$ cat config.mk
export PLATFORM = sky130hd
export DESIGN_NAME = pipeline_hilo_read
export DESIGN_NICKNAME = d
export VERILOG_FILES = /design/src/rtl/pipeline_hilo_read_pkg.sv /design/src/rtl/hilo_pend_tracker.sv /design/src/rtl/pipeline_hilo_read.sv
export SDC_FILE = /design/constraint.sdc
export NUM_CORES = 1
export LEC_CHECK = 0
export ABC_AREA = 1
export BUFFER_PORTS_ARGS = -buffer_cell sky130_fd_sc_hd__buf_2
export CAP_MARGIN = 10
export CORE_UTILIZATION = 48
export DETAILED_ROUTE_END_ITERATION = 12
export PLACE_DENSITY = 0.84
export RECOVER_POWER = 50
export SLEW_MARGIN = 15
export SYNTH_ARGS = -nofsm -noshare
export SYNTH_HDL_FRONTEND = slang
export SYNTH_SLANG_ARGS = --single-unit
$ cat constraint.sdc
create_clock -name clk -period 1.45 [get_ports clk]
set_input_delay 0.0725 -clock clk [delete_from_list [all_inputs] [get_ports clk]]
set_output_delay 0.0725 -clock clk [all_outputs]
set_load 0.03 [all_outputs]
$ cat src/rtl/pipeline_hilo_read_pkg.sv
// rtl/pipeline_hilo_read_pkg.sv - shared opcodes, HI/LO write decode and read FSM states
package pipeline_hilo_read_pkg;

  localparam logic [5:0] OP_MULT = 6'b000100;
  localparam logic [5:0] OP_MTHI = 6'b000101;
  localparam logic [5:0] OP_MTLO = 6'b000110;

  typedef enum logic [1:0] {
    IDLE = 2'd0,
    WAIT = 2'd1,
    RESP = 2'd2
  } state_t;

  // Returns {hi_w, lo_w}: which special registers a late-ALU opcode writes.
  function automatic logic [1:0] hilo_decode(input logic [5:0] op);
    case (op)
      OP_MULT: return 2'b11;
      OP_MTHI: return 2'b10;
      OP_MTLO: return 2'b01;
      default: return 2'b00;
    endcase
  endfunction

endpackage

$ cat src/rtl/hilo_pend_tracker.sv
// rtl/hilo_pend_tracker.sv - counts HI/LO writes in flight through the late ALU
module hilo_pend_tracker
  import pipeline_hilo_read_pkg::*;
#(
  parameter int LATENCY = 1
) (
  input  logic       clk,
  input  logic       rst_n,
  input  logic       wr_issue,
  input  logic [5:0] wr_op,
  output logic       hi_busy,
  output logic       lo_busy
);

  localparam int CW = $clog2(LATENCY + 1);

  logic [1:0]    issue_w;
  logic [1:0]    retire_w;
  logic [CW-1:0] hi_pend;
  logic [CW-1:0] lo_pend;

  assign issue_w = wr_issue ? hilo_decode(wr_op) : 2'b00;

  // An issue and a retirement on the same edge leave the count unchanged.
  function automatic logic [CW-1:0] next_cnt(input logic [CW-1:0] cnt,
                                             input logic inc, input logic dec);
    case ({inc, dec})
      2'b10:   return cnt + CW'(1);
      2'b01:   return cnt - CW'(1);
      default: return cnt;
    endcase
  endfunction

  generate
    if (LATENCY == 1) begin : g_no_pipe
      // The write is visible one cycle after issue, so it retires as it issues.
      assign retire_w = issue_w;
    end else begin : g_pipe
      logic [1:0] tag_q [LATENCY-1];

      // Tag shift register: the last stage marks the final busy cycle of a write.
      always_ff @(posedge clk or negedge rst_n) begin
        if (!rst_n) begin
          for (int i = 0; i < LATENCY - 1; i++) tag_q[i] <= 2'b00;
        end else begin
          tag_q[0] <= issue_w;
          for (int i = 1; i < LATENCY - 1; i++) tag_q[i] <= tag_q[i-1];
        end
      end

      assign retire_w = tag_q[LATENCY-2];
    end
  endgenerate

  // Per-register in-flight write counters.
  always_ff @(posedge clk or negedge rst_n) begin
    if (!rst_n) begin
      hi_pend <= '0;
      lo_pend <= '0;
    end else begin
      hi_pend <= next_cnt(hi_pend, issue_w[1], retire_w[1]);
      lo_pend <= next_cnt(lo_pend, issue_w[0], retire_w[0]);
    end
  end

  // A write issued this cycle counts as older than a read accepted this cycle.
  assign hi_busy = (hi_pend != '0) || issue_w[1];
  assign lo_busy = (lo_pend != '0) || issue_w[0];

endmodule

$ cat src/rtl/pipeline_hilo_read.sv
// rtl/pipeline_hilo_read.sv - mfhi/mflo read port with hazard wait and response handshake
module pipeline_hilo_read
  import pipeline_hilo_read_pkg::*;
#(
  parameter int LATENCY = 1
) (
  input  logic        clk,
  input  logic        rst_n,
  input  logic        wr_issue,
  input  logic [5:0]  wr_op,
  input  logic [31:0] hi,
  input  logic [31:0] lo,
  input  logic        rd_valid,
  input  logic        rd_sel,
  output logic        rd_ready,
  output logic        res_valid,
  output logic [31:0] res_data,
  input  logic        res_ready,
  input  logic        flush
);

  state_t state;
  logic   sel_q;
  logic   hi_busy;
  logic   lo_busy;

  hilo_pend_tracker #(.LATENCY(LATENCY)) u_trk (
    .clk      (clk),
    .rst_n    (rst_n),
    .wr_issue (wr_issue),
    .wr_op    (wr_op),
    .hi_busy  (hi_busy),
    .lo_busy  (lo_busy)
  );

  // Read FSM; rd_ready is high exactly in IDLE, res_valid exactly in RESP.
  always_ff @(posedge clk or negedge rst_n) begin
    if (!rst_n) begin
      state     <= IDLE;
      sel_q     <= 1'b0;
      rd_ready  <= 1'b1;
      res_valid <= 1'b0;
      res_data  <= 32'h0;
    end else if (flush) begin
      state     <= IDLE;
      rd_ready  <= 1'b1;
      res_valid <= 1'b0;
    end else begin
      case (state)
        IDLE: begin
          if (rd_valid) begin
            sel_q    <= rd_sel;
            rd_ready <= 1'b0;
            if (!(rd_sel ? hi_busy : lo_busy)) begin
              res_data  <= rd_sel ? hi : lo;
              res_valid <= 1'b1;
              state     <= RESP;
            end else begin
              state <= WAIT;
            end
          end
        end
        WAIT: begin
          if (!(sel_q ? hi_busy : lo_busy)) begin
            res_data  <= sel_q ? hi : lo;
            res_valid <= 1'b1;
            state     <= RESP;
          end
        end
        RESP: begin
          if (res_ready) begin
            res_valid <= 1'b0;
            rd_ready  <= 1'b1;
            state     <= IDLE;
          end
        end
        default: begin
          state     <= IDLE;
          rd_ready  <= 1'b1;
          res_valid <= 1'b0;
        end
      endcase
    end
  end

endmodule

== After elaboration in Yosys (flattened, before gate mapping) ==
Index checks and enable logic that the tools add are counted.

* Bits in registers: 39
* Latch bits: 0
* RAM bits: 0
* Memory bits (read-only): 0
* Input bits: 77
* Output and inout port bits: 34
* Memories kept: 0

* Add/sub/neg operators: 4
* $mul: 0
* Div/mod/pow operators: 0
* Magnitude comparators: 0
* Eq/ne operators: 17
* Shifts and indexed selects: 0
* Multiplexer cells: 28
* Bitwise gates (word level): 1
* Reduce and logical (&&, ||, !) cells: 11

{| class="wikitable"
|+ Operators with widths
! cell !! count
|-
| $mux W32 || 5
|-
| $pmux W32 S2 || 1
|-
| $eq A6 B3 Y1 const B || 3
|-
| $mux W2 || 6
|-
| $ne A3 B3 Y1 const B || 4
|-
| $pmux W2 S3 || 2
|-
| $mux W1 || 10
|-
| $reduce_and A3 Y1 || 3
|-
| $ne A2 B2 Y1 const B || 4
|-
| $eq A2 B1 Y1 const B || 3
|-
| $eq A2 B2 Y1 const B || 3
|-
| $pmux W1 S3 || 2
|-
| $reduce_bool A2 Y1 || 3
|-
| $reduce_and A5 Y1 || 1
|-
| $pmux W1 S2 || 2
|-
| $reduce_and A4 Y1 || 1
|-
| $add A1 B1 Y1 const B || 2
|-
| $logic_not A2 Y1 || 1
|-
| $logic_or A1 B1 Y1 || 2
|-
| $sub A1 B1 Y1 const B || 2
|-
| $not A1 Y1 || 1
|}

== Longest topological paths before layout ==
* Depth in word-level cells: 9
* Gate-level depth with buffers: 10

== By module ==
Synthesis repeated with hierarchy kept, for this count alone.

* Cells, all modules: 504
* Area total of the unflattened synthesis: 3022.9 µm²

{| class="wikitable"
|+ Modules (own cells, without submodules)
! module !! times used !! cells an instance !! area each (µm²)
|-
| pipeline_hilo_read || 1 || 495 || 2986.6
|-
| hilo_pend_tracker || 1 || 9 || 36.3
|}

== Worst setup path before layout ==
OpenSTA, ideal clock, no wires.

* Kind: register to register
* From: register state[0]
* To: register res_data[10]
* Arrival: 1.153 ns
* Slack: 0.179 ns
* Cell stages (with the launch flop): 7
* Buffers on the path: 1
* Cells stage by stage: dfrtp_1 -> inv_2 -> a211oi_4 -> nand3_2 -> buf_4 -> nand2_1 -> nand2_1

* Cells in the longest elaborated chain, start to end: 3

{| class="wikitable"
|+ Ends and longest elaborated chain
! what !! RTL line !! source
|-
| start, declared || pipeline_hilo_read.sv:22 || <nowiki>state_t state;</nowiki>
|-
| start signal, assigned || pipeline_hilo_read.sv:39 || <nowiki>state <= IDLE;</nowiki>
|-
| start signal, assigned || pipeline_hilo_read.sv:45 || <nowiki>state <= IDLE;</nowiki>
|-
| start signal, assigned || pipeline_hilo_read.sv:57 || <nowiki>state <= RESP;</nowiki>
|-
| $eq A2 B1 Y1 / $logic_not A2 Y1 (equally long branches) || pipeline_hilo_read.sv:49 || <nowiki>case (state)</nowiki>
|-
| $ne A2 B2 Y1 (no line) / $reduce_bool A2 Y1 (equally long branches) || n/a ||
|-
| $reduce_and A5 Y1 (no line) || n/a ||
|-
| end signal, assigned || pipeline_hilo_read.sv:55 || <nowiki>res_data <= rd_sel ? hi : lo;</nowiki>
|-
| end signal, assigned || pipeline_hilo_read.sv:65 || <nowiki>res_data <= sel_q ? hi : lo;</nowiki>
|-
| end, declared || pipeline_hilo_read.sv:17 || <nowiki>output logic [31:0] res_data,</nowiki>
|}

Several ways; a longest one is shown, not always the timed one.
A chain may end at the register's enable or synchronous reset.

== Worst setup path in the final report ==
* From: register state[1]
* To: register res_data[28]

Same word-level chain as after synthesis.

==> parameters.txt <==
Parameter                              Value

Timing
  Setup repair after global routing missed its margin    false
  Worst slew slack as a fraction of its limit    60.6%
  Min cycle time layout    1.37 ns
  Summed negative setup slack over all endpoints    0 ns
  Worst slew pin tran    0.591 ns
  Number of hold violations in the final report    0
  Tightest hold margin    0.0332 ns
  Fmax    727 MHz
  Worst Setup Slack, final    0.0754 ns
  Clock tree skew after final layout    0.00504 ns
  Number of max-slew violations in the final report    0
  Setup-violating endpoint count in the final report    0
  Share of the clock period used by the worst path    94.8%

Global route
  First-pass GRT wire length    12.7 mm
  Initial antenna violation count    0
  Maximum number of pins on one net before global-route repair    33
  Number of global-route vias before repair    2885
  Congestion Overflow GR    0
  GRT Total Usage    29.1%

CTS
  CTS tree    built
  Number of buffers on the longest clock path    2
  Number of buffers inserted during clock tree synthesis    5
  Clock transition at the registers of the reported paths    0.07 ns
  Clock latency on the worst-skew pair    0.28 ns
  Clock sink total    37
  H-tree depth reported by CTS    2
  Master cell of the clock root buffer    sky130_fd_sc_hd__clkbuf_8

Floorplanning
  Number of rows in the core area    26
  Die width    75.7 um
  Chip height    75.7 um
  Area of the die    5730 um2
  Number of I/O pins    111
  Initial cell density of the core    50.4%
  Floorplan Core Area    5170 um2

Pwr
  Switching pwr    1.58 mW
  Share of total power in the clock network    18.3%
  Worst ir drop on vdd    0.659 mV
  Leakage power    1.61 nW
  Power Dens Cells    1090 nW/um2
  Sequential fraction of design power    38.6%
  Cell internal power dissipation    2.08 mW
  Fraction of power spent switching nets    43.2%
  Part of the total power dissipated in combinational logic    43.1%
  Overall power after layout    3.66 mW

Placed design
  Final GP Congestion    0.936
  DP Cell Count    539
  DP Worst Slack    0.0902 ns
  Detailed placer's ending HPWL    5.85 mm
  Dpl cell area    3310 um2
  Port-buffer cells    110

Setup path
  Crit path arrival time    1.55 ns
  Worst path required time    1.63 ns
  CP most frequent cell    sky130_fd_sc_hd__nand2_1
  Kind of start point of the critical path    flop
  Classification of the worst setup path    reg -> reg
  Max stage delay on crit path    0.40 ns
  Critical path cell sequence    buf_4, a211oi_4, nand3_2, buf_12, nand2_1, nand2_1
  Capturing element type of the critical path    flop
  Critical path's slowest cell    sky130_fd_sc_hd__dfrtp_1
  Maximum fanout encountered on the critical timing path    32

Final layout
  Ant diodes    0
  Number of filler cells placed in the layout    480
  Post-layout instance area    3370 um2
  Share of final-layout standard cells stronger than drive strength 1    32.8%
  Final net count    554
  Commonest cells after routing, fill and taps aside    82 x sky130_fd_sc_hd__buf_2, 76 x sky130_fd_sc_hd__nand2_1, 39 x sky130_fd_sc_hd__o21ai_0, 36 x sky130_fd_sc_hd__nor2_1, 35 x sky130_fd_sc_hd__dfrtp_1
  Leading cell type in the layout, fill and taps excluded    sky130_fd_sc_hd__buf_2
  Syn-to-layout area delta    29.4%
  Final design utilization    65.2%
  Cell Count, Final, Fillers Out    546

Detailed routing
  Wire length after detailed routing    7.91 mm
  WL/cell    14.5 um
  Via/cell ratio    5.68
  Initial drt markers    216
  Number of remaining DRC errors    0
  Number of vias after detailed routing    3102
  DRT Pass-1 Iters    6
  ANT nets after route    0

Logic synthesis
  Syn avg cell area    7.11 um2
  Cell type contributing the most total cell area after synthesis    sky130_fd_sc_hd__dfrtp_1
  Area share of the largest cell type after synthesis    34.5%
  Share of synthesized area occupied by flip-flops and latches    35.5%
  Synth Register Bits    37
  Cells after synthesis    367
  Number of distinct library cell variants in the gate-level netlist after synthesis    22
  Synthesized Nets    444
  Top post-synthesis cells by area    sky130_fd_sc_hd__dfrtp_1 35%, sky130_fd_sc_hd__nand2_1 11%, sky130_fd_sc_hd__o211ai_1 9.2%, sky130_fd_sc_hd__o21ai_0 8.8%, sky130_fd_sc_hd__nand4_1 7.7%
  Cell area after synthesis    2610 um2
  Count of yosys warnings during synthesis    0

Run
  Max-cap violations    0

Status
  Result of the run    completed

Worst hold path
  Path class of the lowest-slack min-delay path    in -> reg
registers in the layout, indices dropped and copies added (netlist names):
register   count
res_data      32
res_valid      1
state          2
rd_ready       1
sel_q          1
kinds of logic (layout without fill, tap and decap cells):
kind of cell | count (synthesis) | count (layout) | share of synthesized area (%)
AO/OA/AOI/OAI | 102 | 102 | 23.3
buffers and inverters | 39 | 148 | 6.76
flip-flops | 37 | 37 | 35.5
AND/OR/NAND/NOR | 189 | 189 | 34.4
power groups by stage:
stage | combinational [mW] | sequential (mW) | clock, mW
2_1_floorplan | 0.574 | 1.86 | 0
3_3_place_gp | 1.57 | 1.42 | 0
3_5_place_dp | 1.62 | 1.42 | 0
4_1_cts | 1.62 | 1.41 | 0.681
5_1_grt | 1.75 | 1.44 | 0.723
6_report | 1.58 | 1.41 | 0.669
cell type report:
cell class              count  area (um2)  area share (%)
inverters                   9        36.3            1.08
clock inverters             1        5.00           0.148
well taps                  70        87.6            2.60
repair buffers            133         741            22.0
flip-flops and latches     37         928            27.5
multi-input cells         291        1510            44.7
clock buffers               5        68.8            2.04
what timing repair did:
item                                    in CTS  in global routing
gates resized for setup                      0                 14
endpoints found under the setup margin       0                 14
endpoints found under the hold margin       21                  0
buffers inserted                             0                  0
hold buffers                                 1                  0
path summary, 6_finish.rpt:
check	start	slack (ns)	depth (start not counted)	end
min reg2reg	res_data[1]$_DFFE_PN0P_	0.47	2	res_data[1]$_DFFE_PN0P_
max reg2reg	state[1]$_DFFE_PN0P_	0.08	6	res_data[28]$_DFFE_PN0P_
max	state[1]$_DFFE_PN0P_	0.08	6	res_data[28]$_DFFE_PN0P_
min in group asynchronous	rst_n	0.32	2	state[1]$_DFFE_PN0P_
min	rd_valid	0.03	2	sel_q$_DFFE_PN0P_
max in group asynchronous	rst_n	0.54	3	res_data[16]$_DFFE_PN0P_
cell usage after synthesis:
library cell	n
sky130_fd_sc_hd__nand2_1	76
sky130_fd_sc_hd__o21ai_0	46
sky130_fd_sc_hd__nor2_1	37
sky130_fd_sc_hd__dfrtp_1	36
sky130_fd_sc_hd__nand4_1	32
sky130_fd_sc_hd__o211ai_1	32
sky130_fd_sc_hd__or2_2	32
sky130_fd_sc_hd__o21ai_1	20
sky130_fd_sc_hd__buf_2	15
sky130_fd_sc_hd__clkbuf_1	12
sky130_fd_sc_hd__nand3_1	6
sky130_fd_sc_hd__inv_2	5
sky130_fd_sc_hd__inv_1	4
sky130_fd_sc_hd__buf_4	3
sky130_fd_sc_hd__nand2_2	3
sky130_fd_sc_hd__a21oi_1	2
sky130_fd_sc_hd__a211oi_4	1
sky130_fd_sc_hd__a31oi_1	1
sky130_fd_sc_hd__dfstp_2	1
sky130_fd_sc_hd__nand3_2	1
sky130_fd_sc_hd__nor3_1	1
sky130_fd_sc_hd__nor3_2	1
routing by layer:
| metal | share of wire [%] | up-vias | GRT usage, % |
|---|---|---|---|
| met5 | 0 | - | 0 |
| met4 | 0.97 | 0 | 10.7 |
| met3 | 7.2 | 8 | 5.29 |
| met2 | 51 | 144 | 50.6 |
| met1 | 41 | 1442 | 36.1 |
| li1 | - | 1508 | - |
worst max-delay path: cells and delay by family (launching register included):
kind            cells  cell delay (ns)
compound gates      1             0.21
flops               1             0.40
simple gates        3             0.28
buf+inv             2             0.36
Note: power is estimated with default switching activity, not from simulation.
